### src/rtl/heater_pkg.sv
// Shared types and default constants for the heater enable sequencer.
package heater_pkg;

  typedef enum logic [1:0] {
    ST_IDLE,
    ST_CLEAR,
    ST_SETTLE
  } hs_state_e;

  localparam int HS_N             = 32;
  localparam int HS_STEP_CYCLES   = 1024;
  localparam int HS_CLEAR_CYCLES  = 4;
  localparam int HS_SETTLE_CYCLES = 2;
  localparam int HS_MAX_RETRY     = 3;

  // Counter width able to hold 0..v-1, never narrower than one bit.
  function automatic int hs_width(input int v);
    return (v > 1) ? $clog2(v) : 1;
  endfunction

endpackage

### src/rtl/heater_prio_enc.sv
// Lowest-index-first priority encoder; combinational, idx is 0 when nothing requests.
module heater_prio_enc #(
  parameter int N = 32,
  parameter int IW = (N > 1) ? $clog2(N) : 1
) (
  input  logic [N-1:0]  req_i,
  output logic          vld_o,
  output logic [IW-1:0] idx_o
);

  always_comb begin
    vld_o = 1'b0;
    idx_o = '0;
    // Scan downwards so the lowest requesting index is the last one written.
    for (int i = N - 1; i >= 0; i--) begin
      if (req_i[i]) begin
        vld_o = 1'b1;
        idx_o = IW'(i);
      end
    end
  end

endmodule

### src/rtl/heater_sequencer.sv
// Paces heater channel enables one step at a time and services channel errors with
// clear pulses, latching a fault after too many retries. Outputs change one cycle after the deciding edge.
module heater_sequencer
  import heater_pkg::*;
#(
  parameter int N             = HS_N,
  parameter int STEP_CYCLES   = HS_STEP_CYCLES,
  parameter int CLEAR_CYCLES  = HS_CLEAR_CYCLES,
  parameter int SETTLE_CYCLES = HS_SETTLE_CYCLES,
  parameter int MAX_RETRY     = HS_MAX_RETRY
) (
  input  logic         clk,
  input  logic         reset,
  input  logic [N-1:0] target_enable,
  input  logic [N-1:0] fault_clear,
  input  logic [N-1:0] heater_error,
  output logic [N-1:0] heater_enable,
  output logic [N-1:0] heater_err_clear,
  output logic [N-1:0] fault,
  output logic         busy,
  output logic [15:0]  error_total
);

  localparam int IW = (N > 1) ? $clog2(N) : 1;
  localparam int SW = hs_width(STEP_CYCLES);
  localparam int PW = hs_width((CLEAR_CYCLES > SETTLE_CYCLES) ? CLEAR_CYCLES : SETTLE_CYCLES);
  localparam int RW = hs_width(MAX_RETRY + 1);

  hs_state_e    state_q;
  logic [N-1:0] en_q;
  logic [N-1:0] clr_q;
  logic [N-1:0] fault_q;
  logic [N-1:0] target_q;
  logic [SW-1:0] step_cnt_q;
  logic [PW-1:0] phase_q;
  logic [RW-1:0] retry_q [N];
  logic [15:0]  total_q;

  logic [N-1:0]  pend_up_d, pend_dn_d, err_cand_d;
  logic          up_vld, dn_vld, err_vld;
  logic [IW-1:0] up_idx, dn_idx, err_idx;

  assign pend_up_d  = target_enable & ~en_q & ~fault_q;
  assign pend_dn_d  = ~target_enable & en_q;
  assign err_cand_d = heater_error & en_q;

  heater_prio_enc #(.N(N), .IW(IW)) u_up_enc  (.req_i(pend_up_d),  .vld_o(up_vld),  .idx_o(up_idx));
  heater_prio_enc #(.N(N), .IW(IW)) u_dn_enc  (.req_i(pend_dn_d),  .vld_o(dn_vld),  .idx_o(dn_idx));
  heater_prio_enc #(.N(N), .IW(IW)) u_err_enc (.req_i(err_cand_d), .vld_o(err_vld), .idx_o(err_idx));

  always_ff @(posedge clk) begin
    if (reset) begin
      state_q    <= ST_IDLE;
      en_q       <= '0;
      clr_q      <= '0;
      fault_q    <= '0;
      target_q   <= '0;
      step_cnt_q <= '0;
      phase_q    <= '0;
      total_q    <= '0;
      for (int i = 0; i < N; i++) retry_q[i] <= '0;
    end else begin
      target_q <= target_enable;
      if (step_cnt_q != '0) step_cnt_q <= step_cnt_q - SW'(1);

      for (int i = 0; i < N; i++) begin
        if ((target_q[i] && !target_enable[i]) || fault_clear[i]) retry_q[i] <= '0;
        if (fault_clear[i]) fault_q[i] <= 1'b0;
      end

      case (state_q)
        ST_IDLE: begin
          if (err_vld) begin
            if (total_q != 16'hFFFF) total_q <= total_q + 16'd1;
            if (int'(retry_q[err_idx]) < MAX_RETRY) begin
              retry_q[err_idx] <= retry_q[err_idx] + RW'(1);
              clr_q[err_idx]   <= 1'b1;
              phase_q          <= PW'(CLEAR_CYCLES - 1);
              state_q          <= ST_CLEAR;
            end else begin
              // Retries exhausted: drop the channel immediately, outside the pacing.
              fault_q[err_idx] <= 1'b1;
              en_q[err_idx]    <= 1'b0;
            end
          end else if (step_cnt_q == '0 && dn_vld) begin
            en_q[dn_idx] <= 1'b0;
            step_cnt_q   <= SW'(STEP_CYCLES - 1);
          end else if (step_cnt_q == '0 && up_vld) begin
            en_q[up_idx] <= 1'b1;
            step_cnt_q   <= SW'(STEP_CYCLES - 1);
          end
        end
        ST_CLEAR: begin
          if (phase_q == '0) begin
            clr_q   <= '0;
            phase_q <= PW'(SETTLE_CYCLES - 1);
            state_q <= ST_SETTLE;
          end else begin
            phase_q <= phase_q - PW'(1);
          end
        end
        ST_SETTLE: begin
          if (phase_q == '0) state_q <= ST_IDLE;
          else phase_q <= phase_q - PW'(1);
        end
        default: state_q <= ST_IDLE;
      endcase
    end
  end

  assign heater_enable    = en_q;
  assign heater_err_clear = clr_q;
  assign fault            = fault_q;
  assign error_total      = total_q;
  assign busy = (state_q != ST_IDLE) || (step_cnt_q != '0) || (|pend_up_d) || (|pend_dn_d);

endmodule

### config.mk
export PLATFORM = sky130hd
export DESIGN_NAME = heater_sequencer
export DESIGN_NICKNAME = d
export VERILOG_FILES = /design/src/rtl/heater_pkg.sv /design/src/rtl/heater_prio_enc.sv /design/src/rtl/heater_sequencer.sv
export SDC_FILE = /design/constraint.sdc
export NUM_CORES = 1
export LEC_CHECK = 0
export BUFFER_PORTS_ARGS = -buffer_cell sky130_fd_sc_hd__buf_2
export CORE_ASPECT_RATIO = 0.75
export CORE_MARGIN = 4
export CORE_UTILIZATION = 61
export DETAILED_ROUTE_END_ITERATION = 7
export GPL_TIMING_DRIVEN = 1
export PLACE_DENSITY = 0.94
export SLEW_MARGIN = 40
export SYNTH_ARGS = -nofsm -noshare
export SYNTH_HDL_FRONTEND = slang
export SYNTH_SLANG_ARGS = --single-unit
export TNS_END_PERCENT = 50
### constraint.sdc
create_clock -name clk -period 9.12 [get_ports clk]
set_clock_uncertainty 0.2 [all_clocks]
set_input_delay 0.456 -clock clk [delete_from_list [all_inputs] [get_ports clk]]
set_output_delay 0.456 -clock clk [all_outputs]
set_load 0.01 [all_outputs]
==> impl_metrics.csv, run 1 <==
group,metric,value,unit
clocking,insertion_delay,0.52,ns
sta,fmax,172,MHz
detailed_routing,vias,12500,
clocking,cts_tree,"yes",
detailed_routing,wl_per_cell,25.6,µm
die,ioPinCount,211,
clocking,h-tree-depth,1,
pwr,cellLeakagePower,5.50,nW
sta,fin_crit_sh,0.639,
die,die_w,169,µm
sta,relSlewSlack,0.388,
hold_path,worstHoldPathType,"input pin to flip-flop",
detailed_routing,postRouteAntennaNets,0,
synth,postSynth.asyncResetShare,0,
synth,synth_seq_area_share,0.431,
clocking,cts-resized-gates,0,
detailed_routing,met3WireLength,8480,µm
sta,timing.final.ws_setup,3.29,ns
layout,diodes,0,
synth,synth_most_common_cell,"nor2_1",
synth,netlist.top_cell.by_area,"dfxtp_1",
synth,syn_area_per_cell,8.82,µm²
run_status,status,"complete, but fails checks",
synth,ys_seq_elements,222,
pwr,powerDensity,187,nW/µm²
sta,hold_violations,0,
die,num_rows,43,
die,die-area,21700,µm²
run_status,violations,"DRC",
detailed_routing,drt-total-wl,45900,µm
synth,synth_ff_type,"dfxtp_1",
grt,antenna_found_initial,1,
detailed_routing,first_pass_iters,8,
placed_design,gp_congestion,1.12,
sta,period_minus_slack,5.83,ns
grt,grt_pass1_wl,68400,µm
detailed_routing,drt_iter0_markers,2427,
worst_setup_path,slowest_stage,"or3_1",
synth,yosys.area.top_type_share,0.268,
placed_design,portBuffers,210,
grt,grt_max_degree,69,
worst_setup_path,path_common_cell,"or3_1",
placed_design,place_ws,3.39,ns
detailed_routing,post_drt_via_cell_ratio,7.01,
sta,tightest_slew,0.910,ns
grt,grt_pass1_vias,11600,
worst_setup_path,critPathMaxFanout,11,
layout,layout.nets,1634,
worst_setup_path,cp-start-kind,"flip-flop",
worst_setup_path,path_buf_inv,0,
clocking,numCtsBuffers,21,
worst_setup_path,endpoint_kind,"flip-flop",
worst_setup_path,cpLargestDelayFamily,"simple AND/OR/NAND/NOR gates",
worst_setup_path,crit_chain,"a22oi_1 -> nand4_1 -> or3_1 -> or3_1 -> o22ai_1 -> mux2i_1 -> o211ai_2 -> a221oi_2 -> ha_1 -> nor3b_4 -> nand2_1 -> o221ai_1",
worst_setup_path,crit_type,"flip-flop to flip-flop",
layout,syn_to_final_growth,16.9,%
layout,drive_above_1_share,0.213,
synth,synth_edf_count,64,
synth,synthCells,1339,
pwr,ir_drop,0.124,mV
die,dieHeight,128,µm
flow_run,maxCapViolations,0,
placed_design,dp.final_hpwl,33900,µm
sta,drv_slew,0,
synth,synth_common_cells,"nor2_1, dfxtp_1, nand2_1",
clocking,cts_sinks,222,
synth,syn_nets,1447,
grt,grt_overflow_total,0,
clocking,cts_buffer_depth,3,
worst_setup_path,cp.required,9.09,ns
sta,setup_viol,0,
worst_setup_path,critPathMaxStageDelay,0.77,ns
clocking,cts.clk_slew.worst_paths,0.07,ns
clocking,cts-root-buf,"clkbuf_16",
die,start_util,0.630,
synth,syn-cell-area,11800,µm²
synth,synth_cell_types,95,
synth,synth.area.top_cells,"dfxtp_1, edfxtp_1, nor2_1",
grt,grt_use_total,0.405,
sta,tns,0,ns
sta,rsz0062_at_grt,"false",
detailed_routing,route.met2.wl,18400,µm
die,core_area,18700,µm²
detailed_routing,post-route-drc-count,31,
synth,yosysWarnings,0,
worst_setup_path,cp.arrival,5.80,ns
detailed_routing,met1_length,17100,µm
detailed_routing,topRoutingLayerUsed,"met5",
-- path summary, 6_finish.rpt --
kind	from	endpoint	slack (ns)	depth (start not counted)
worst max-delay path	heater_enable[6]	retry_q[11][1]	3.29	12
worst min-delay path	target_enable[5]	target_q[5]	0.02	2
worst max register to register	heater_enable[6]	retry_q[11][1]	3.29	12
worst min register to register	heater_err_clear[7]	heater_err_clear[7]	0.27	2
-- kinds of logic (layout without fill, tap and decap cells) --
family | after synthesis | count (layout) | synth area share
AND/OR/NAND/NOR | 582 | 582 | 0.260
adder cells (fa/ha/maj) | 10 | 10 | 0.0106
XOR/XNOR | 16 | 16 | 0.0119
flip-flops | 222 | 222 | 0.431
AO/OA/AOI/OAI | 378 | 378 | 0.232
multiplexers | 16 | 16 | 0.0139
buffers and inverters | 115 | 317 | 0.0409
-- worst reg2reg max path: cells and delay by family, from the launching register on --
family / cells / cell delay (ns)
multiplexers: 1 / 0.12
flip-flops: 1 / 0.40
adder cells (fa/ha/maj): 1 / 0.30
AND/OR/NAND/NOR: 5 / 3.03
AO/OA/AOI/OAI: 5 / 1.42
-- power by group --
part | total (mW) | internal (mW) | switching (mW)
logic | 0.575 | 0.173 | 0.401
registers | 1.10 | 1.06 | 0.0398
clock network | 0.899 | 0.505 | 0.394
total | 2.58 | 1.74 | 0.835
-- layer usage --
layer,track usage,vias to the layer above
met5,0,-
met4,0.141,2
met3,0.182,197
met2,0.578,1178
met1,0.548,5811
li1,-,5339
-- repair_timing --
action / CTS / global route
hold endpoints to repair: 1 / 0
buffers inserted: 0 / 0
hold buffers: 1 / 0
-- final cells by class --
type | instances | area [µm²]
multi-input cells | 1002 | 6310
clock inverters | 8 | 70.1
clock buffers | 30 | 621
inverters | 48 | 180
repair buffers | 231 | 1220
fillers | 1420 | 4920
well taps | 247 | 309
flip-flops and latches | 222 | 5080
-- cell usage in the layout, fill, tap and decap left out, types with 6 or more instances in the layout --
| cell type | synthesis | final |
|---|---|---|
| a22oi_1 | 19 | 19 |
| clkbuf_16 | 0 | 22 |
| xor2_1 | 11 | 11 |
| mux2i_1 | 13 | 13 |
| o221ai_1 | 30 | 30 |
| dfxtp_1 | 158 | 158 |
| a32o_1 | 9 | 9 |
| nand2b_1 | 15 | 15 |
| a21oi_1 | 65 | 63 |
| and2_1 | 12 | 12 |
| buf_4 | 4 | 19 |
| o21bai_1 | 9 | 8 |
| nor4_1 | 8 | 8 |
| inv_1 | 48 | 48 |
| nor3_1 | 36 | 32 |
| nor3b_1 | 28 | 27 |
| nor3_2 | 22 | 25 |
| ha_1 | 10 | 10 |
| a211oi_1 | 21 | 21 |
| nand2_1 | 127 | 127 |
| nand3_1 | 21 | 21 |
| edfxtp_1 | 64 | 64 |
| o22ai_1 | 12 | 12 |
| o211ai_1 | 10 | 10 |
| nor2_1 | 173 | 171 |
| a31oi_1 | 44 | 44 |
| nand4_1 | 10 | 10 |
| or3_1 | 12 | 12 |
| a22o_1 | 26 | 26 |
| o31ai_1 | 6 | 6 |
| o21ai_0 | 47 | 47 |
| and3_1 | 9 | 9 |
| nor2b_1 | 70 | 70 |
| buf_2 | 10 | 209 |
-- stage by stage --
step,power [mW],cell area [µm²],std cells,utilization,hold slack [ns]
after global placement,1.63,13000,1747,0.697,0.242
after global routing,2.64,13800,1788,0.737,0.0191
after detailed placement,1.66,13100,1749,0.700,0.255
final,2.58,13800,1788,0.737,0.0238
after floorplan,1.48,11800,1339,-,0.288
after CTS,2.54,13800,1788,0.737,0.0112
-- sequential cells by signal, summed over array words and instances (netlist names) --
register / cells
heater_err_clear: 32
phase_q: 2
error_total: 16
heater_enable: 32
retry_q: 64
fault: 32
target_q: 32
state_q: 2
step_cnt_q: 10
No activity file was read; power rests on OpenSTA's default activity.
==> inputs of run 2 (changes only) <==
--- a/config.mk
+++ b/config.mk
@@ -8,10 +8,10 @@
 export BUFFER_PORTS_ARGS = -buffer_cell sky130_fd_sc_hd__buf_2
 export CORE_ASPECT_RATIO = 0.75
 export CORE_MARGIN = 4
-export CORE_UTILIZATION = 61
+export CORE_UTILIZATION = 57
 export DETAILED_ROUTE_END_ITERATION = 7
 export GPL_TIMING_DRIVEN = 1
-export PLACE_DENSITY = 0.94
+export PLACE_DENSITY = 0.89
 export SLEW_MARGIN = 40
 export SYNTH_ARGS = -nofsm -noshare
 export SYNTH_HDL_FRONTEND = slang
==> constraint.sdc (replaced) <==
create_clock -name clk -period 5.6 [get_ports clk]
set_clock_uncertainty 0.2 [all_clocks]
set_input_delay 0.28 -clock clk [delete_from_list [all_inputs] [get_ports clk]]
set_output_delay 0.28 -clock clk [all_outputs]
set_load 0.01 [all_outputs]
==> impl_metrics.csv, run 2 (same netlist as run 1, synthesis figures left out) <==
group,metric,value,unit
placed_design,dp.final_hpwl,36600,µm
worst_setup_path,critPathMaxFanout,15,
die,num_rows,45,
grt,grt_max_degree,76,
clocking,cts.clk_slew.worst_paths,0.06,ns
grt,busiest_layer,"met2",
detailed_routing,drt-total-wl,49800,µm
pwr,finalPower,4.39,mW
worst_setup_path,worstReg2RegStart,"heater_enable[8]",
grt,grt_use_total,0.410,
sta,period_minus_slack,5.26,ns
worst_setup_path,cpLargestDelayFamily,"compound AO/OA/AOI/OAI gates",
die,start_util,0.582,
placed_design,gp_congestion,1.08,
sta,setup_viol,0,
sta,rsz0062_at_grt,"false",
detailed_routing,first_pass_iters,8,
sta,tns,0,ns
clocking,cts_tree,"yes",
layout,final_cell_area,14700,µm²
clocking,h-tree-depth,1,
sta,hold_slack,0.0794,ns
layout,multiInputGateArea,6260,µm²
grt,grt_pass1_vias,11900,
grt,grt_util_met2,0.588,
layout,drive_above_1_share,0.219,
worst_setup_path,cp-start-kind,"flip-flop",
layout,seq_area,5080,µm²
grt,antenna_found_initial,1,
layout,nFillCells,1541,
worst_setup_path,crit_type,"flip-flop to flip-flop",
pwr,ir_drop,0.218,mV
detailed_routing,vias,12900,
clocking,cts-root-buf,"clkbuf_16",
die,die_w,174,µm
placed_design,placed_cell_area,13300,µm²
clocking,cts-resized-gates,0,
hold_path,worstHoldPathType,"input pin to flip-flop",
worst_setup_path,path_buf_inv,2,
grt,grt_pass1_wl,73900,µm
hold_path,min_from,"heater_error[0]",
layout,syn_to_final_growth,24.4,%
die,die-area,23100,µm²
detailed_routing,postRouteAntennaNets,0,
die,core_area,20300,µm²
detailed_routing,wl_per_cell,26.2,µm
layout,largest_reg_flops,64,
clocking,cts_sinks,222,
sta,hold_violations,0,
worst_setup_path,critPathMaxStageDelay,0.63,ns
placed_design,portBuffers,210,
clocking,numCtsBuffers,22,
sta,drv_slew,0,
layout,top_register,"retry_q",
grt,gr-usage-met3,0.129,
worst_setup_path,cp.arrival,5.44,ns
layout,final_common_cell,"buf_2",
worst_setup_path,r2r_slack,0.34,ns
worst_setup_path,startpoint,"heater_enable[8]",
clocking,cts_buffer_depth,3,
flow_run,maxCapViolations,0,
grt,grt_overflow_total,0,
pwr,powerDensity,299,nW/µm²
sta,tightest_slew,0.917,ns
detailed_routing,post-route-drc-count,0,
worst_setup_path,cp.required,5.77,ns
sta,fin_crit_sh,0.940,
run_status,status,"finished, final reports clean",
layout,final_cell_mix,"buf_2, nor2_1, dfxtp_1",
worst_setup_path,endpoint_kind,"flip-flop",
grt,gr-usage-met1,0.586,
die,ioPinCount,211,
detailed_routing,drt_iter0_markers,2108,
pwr,cellLeakagePower,5.95,nW
sta,relSlewSlack,0.389,
clocking,insertion_delay,0.52,ns
sta,timing.final.ws_setup,0.336,ns
layout,layout.nets,1730,
die,dieHeight,133,µm
worst_setup_path,slowest_stage,"a2111o_1",
detailed_routing,post_drt_via_cell_ratio,6.82,
worst_setup_path,crit_chain,"nand2_1 -> a32oi_1 -> o2111ai_1 -> a2111o_1 -> nand2_1 -> buf_4 -> mux2i_1 -> a22oi_1 -> nand3_1 -> a2111oi_0 -> ha_1 -> nor2b_1 -> o21a_1 -> buf_4 -> a311o_1 -> a31oi_1",
placed_design,place_ws,0.559,ns
sta,fmax,190,MHz
==> run 2: cell count changes in the layout (fill, tap and decap cells not counted), sizes merged <==
cell / delta
diode: +1
clkbuf: +3
dlygate4sd3: +63
buf: +32
bufinv: +1
clkinv: -2
==> run 2: worst paths after layout <==
check,end,depth (start not counted)
max,heater_enable[20],16
min,retry_q[0][0],3
max reg2reg,heater_enable[20],16
min reg2reg,heater_err_clear[2],2
==> run 2: area by class of cell <==
cell class                      count  share of cell area
Inverter                           48              0.0123
Clock inverter                      7             0.00647
Tap cell                          258              0.0220
Clock buffer                       33              0.0445
Sequential cell                   222               0.346
Timing Repair Buffer              326               0.142
Multi-Input combinational cell   1002               0.426
Antenna cell                        1            0.000170
==> run 2: through the flow <==
step / util / cells
2_1_floorplan: - / 1339
3_3_place_gp: 0.656 / 1792
3_5_place_dp: 0.656 / 1792
4_1_cts: 0.724 / 1896
5_1_grt: 0.725 / 1897
6_report: 0.725 / 1897
==> run 2: worst register-to-register path, cell delays in order, from the launching register on <==
cell	delay [ns]
dfxtp_1	0.53
nand2_1	0.09
a32oi_1	0.20
o2111ai_1	0.32
a2111o_1	0.63
nand2_1	0.29
buf_4	0.31
mux2i_1	0.13
a22oi_1	0.22
nand3_1	0.11
a2111oi_0	0.54
ha_1	0.32
nor2b_1	0.27
o21a_1	0.44
buf_4	0.30
a311o_1	0.19
a31oi_1	0.04
==> run 2: report_power, final <==
part | total, mW | internal, mW | switching (mW)
registers | 1.79 | 1.73 | 0.0611
logic | 1.03 | 0.343 | 0.688
clock network | 1.57 | 0.906 | 0.660
==> run 2: repair_timing <==
item,4_1_cts,5_1_grt
endpoints found under the hold margin,121,0
buffers inserted,0,0
hold buffers,64,0
==> run 2: layer usage <==
metal	vias up	wire, µm
met1	6069	19700
met2	1171	20200
met4	0	2140
met5	-	0
met3	159	7810
li1	5535	-
==> inputs of run 3 (changes only) <==
--- a/config.mk
+++ b/config.mk
@@ -5,6 +5,7 @@
 export SDC_FILE = /design/constraint.sdc
 export NUM_CORES = 1
 export LEC_CHECK = 0
+export ABC_AREA = 1
 export BUFFER_PORTS_ARGS = -buffer_cell sky130_fd_sc_hd__buf_2
 export CORE_ASPECT_RATIO = 0.75
 export CORE_MARGIN = 4
==> impl_metrics.csv, run 3 <==
group,metric,value,unit
layout,nFillCells,1640,
die,die-area,23100,µm²
sta,tns,0,ns
worst_setup_path,path_buf_inv,3,
grt,grt_max_degree,48,
detailed_routing,post-route-drc-count,0,
layout,final_cell_mix,"nand2_1, nor2_1, inv_1",
synth,synth_most_common_cell,"nand2_1",
pwr,switching_share,0.334,
die,core_area,20300,µm²
layout,syn_to_final_growth,23.3,%
detailed_routing,vias,13200,
pwr,pwr-share-clk,0.355,
sta,drv_slew,0,
detailed_routing,postRouteAntennaNets,0,
synth,synth_seq_area_share,0.430,
synth,netlist.top_cell.by_area,"dfxtp_1",
synth,ys_seq_elements,222,
detailed_routing,post_drt_via_cell_ratio,5.72,
pwr,p_int,2.91,mW
pwr,p_sw,1.46,mW
worst_setup_path,crit_type,"flip-flop to flip-flop",
worst_setup_path,cp.arrival,5.29,ns
placed_design,portBuffers,210,
placed_design,dp.final_hpwl,32700,µm
placed_design,gp_congestion,1.05,
sta,relSlewSlack,0.415,
worst_setup_path,cp-start-kind,"flip-flop",
clocking,cts.clk_slew.worst_paths,0.06,ns
synth,synth_common_cells,"nand2_1, nor2_1, inv_1",
detailed_routing,wl_per_cell,19.4,µm
sta,tightest_slew,0.869,ns
worst_setup_path,cpLargestDelayFamily,"simple AND/OR/NAND/NOR gates",
pwr,power_frac_comb,0.236,
run_status,status,"finished, final reports clean",
pwr,powerDensity,300,nW/µm²
flow_run,maxCapViolations,0,
layout,diodes,0,
die,die_w,174,µm
detailed_routing,drt_iter0_markers,1894,
detailed_routing,drt-total-wl,44700,µm
clocking,cts_tree,"yes",
grt,grt_pass1_wl,67400,µm
worst_setup_path,critPathMaxFanout,32,
grt,antenna_found_initial,0,
layout,largest_reg_flops,64,
detailed_routing,first_pass_iters,6,
layout,layout.nets,2113,
layout,top_register,"retry_q",
synth,synth_ff_type,"dfxtp_1",
die,start_util,0.582,
worst_setup_path,slowest_stage,"dfxtp_1",
synth,syn_nets,1837,
worst_setup_path,critPathMaxStageDelay,0.40,ns
clocking,h-tree-depth,1,
die,num_rows,45,
die,ioPinCount,211,
layout,utilization,0.717,
pwr,cellLeakagePower,7.03,nW
synth,syn-cell-area,11800,µm²
sta,hold_violations,0,
clocking,numCtsBuffers,23,
synth,syn_area_per_cell,6.84,µm²
pwr,finalPower,4.37,mW
synth,postSynth.asyncResetShare,0,
synth,synth.area.top_cells,"dfxtp_1, edfxtp_1, nand2_1",
worst_setup_path,cp.required,5.84,ns
sta,setup_viol,0,
clocking,insertion_delay,0.54,ns
synth,synthCells,1729,
sta,fin_crit_sh,0.901,
grt,grt_use_total,0.368,
clocking,cts_sinks,222,
sta,period_minus_slack,5.04,ns
hold_path,worstHoldPathType,"input pin to flip-flop",
synth,synth_edf_count,64,
synth,synth_cell_types,41,
pwr,p_seq_frac,0.408,
layout,drive_above_1_share,0.166,
worst_setup_path,endpoint_kind,"flip-flop",
clocking,cts-root-buf,"clkbuf_16",
die,dieHeight,133,µm
grt,grt_pass1_vias,12200,
pwr,ir_drop,0.228,mV
synth,yosys.area.top_type_share,0.268,
worst_setup_path,path_common_cell,"nand2_1",
clocking,cts_buffer_depth,3,
grt,grt_overflow_total,0,
synth,yosysWarnings,0,
sta,fmax,198,MHz
layout,final_common_cell,"nand2_1",
run 3: cell count changes in the layout (fill, tap and decap cells not counted), sizes merged, moves of 70 or more:
| cell | before | now |
|---|---|---|
| a21oi | 68 | 172 |
| inv | 50 | 247 |
| nand2 | 127 | 514 |
| nor2 | 174 | 268 |
| nor2b | 70 | 0 |
run 3: final timing paths:
| path | start | to | slack, ns | depth (start not counted) |
|---|---|---|---|---|
| setup / recovery | heater_enable[30] | heater_err_clear[2] | 0.56 | 49 |
| setup reg to reg | heater_enable[30] | heater_err_clear[2] | 0.56 | 49 |
| hold reg to reg | heater_err_clear[18] | heater_err_clear[18] | 0.25 | 2 |
| hold / removal | reset | target_q[19] | 0.002 | 2 |
run 3: per-layer routing:
layer	part of all wire	track usage	wire, µm	up-vias
met5	0	0	0	-
met4	0.046	0.137	2060	0
met3	0.14	0.0825	6310	150
met2	0.42	0.566	18900	1069
met1	0.39	0.511	17400	5905
li1	-	-	-	6046
run 3: worst reg2reg max path, delay by kind of cell, from the launching register on:
| family | cells | cell delay, ns |
|---|---|---|
| buffers and inverters | 3 | 0.37 |
| DFF | 1 | 0.40 |
| and+or+nand+nor | 42 | 3.27 |
| adders and majority gates | 1 | 0.22 |
| AOI/OAI and AO/OA | 3 | 0.51 |
run 3: final cells by class:
type / count / area [µm²] / area share
sequential: 222 / 5080 / 0.349
clock buffer: 27 / 611 / 0.0419
timing repair buffer: 295 / 1890 / 0.129
multi-input combinational: 1216 / 5570 / 0.382
inverter: 247 / 932 / 0.0639
clock inverter: 15 / 139 / 0.00953
tap: 282 / 353 / 0.0242
run 3: cells by family after synthesis:
kind of cell | after synthesis | synth area share
AOI/OAI and AO/OA | 289 | 0.139
xor gates and xnor gates | 2 | 0.00148
DFF | 222 | 0.430
buffers and inverters | 293 | 0.102
adders and majority gates | 10 | 0.0106
and+or+nand+nor | 913 | 0.317
run 3: stage by stage:
step	area [µm²]	instances	setup WS [ns]	hold slack, ns
after CTS	14500	2298	0.359	0.000894
after floorplan	11800	1729	1.32	0.205
after global routing	14600	2304	-0.0109	0.0214
after detailed placement	13100	2190	0.374	0.239
after global placement	13100	2190	0.573	0.236
final	14600	2304	0.557	0.00248
run 3: what timing repair did:
action	in CTS	in global routing
buffers inserted	0	4
hold buffers	66	0
setup endpoints to repair	0	111
hold endpoints to repair	96	0
gates resized for setup	0	6
run 3: power groups by stage:
stage               Clock (mW)  Sequential [mW]  Combinational, mW
global route              1.61             1.79               1.11
finish                    1.55             1.78               1.03
CTS                       1.55             1.78              0.968
floorplan                    0             1.81              0.696
detailed placement           0             1.81              0.925
global placement             0             1.81              0.907
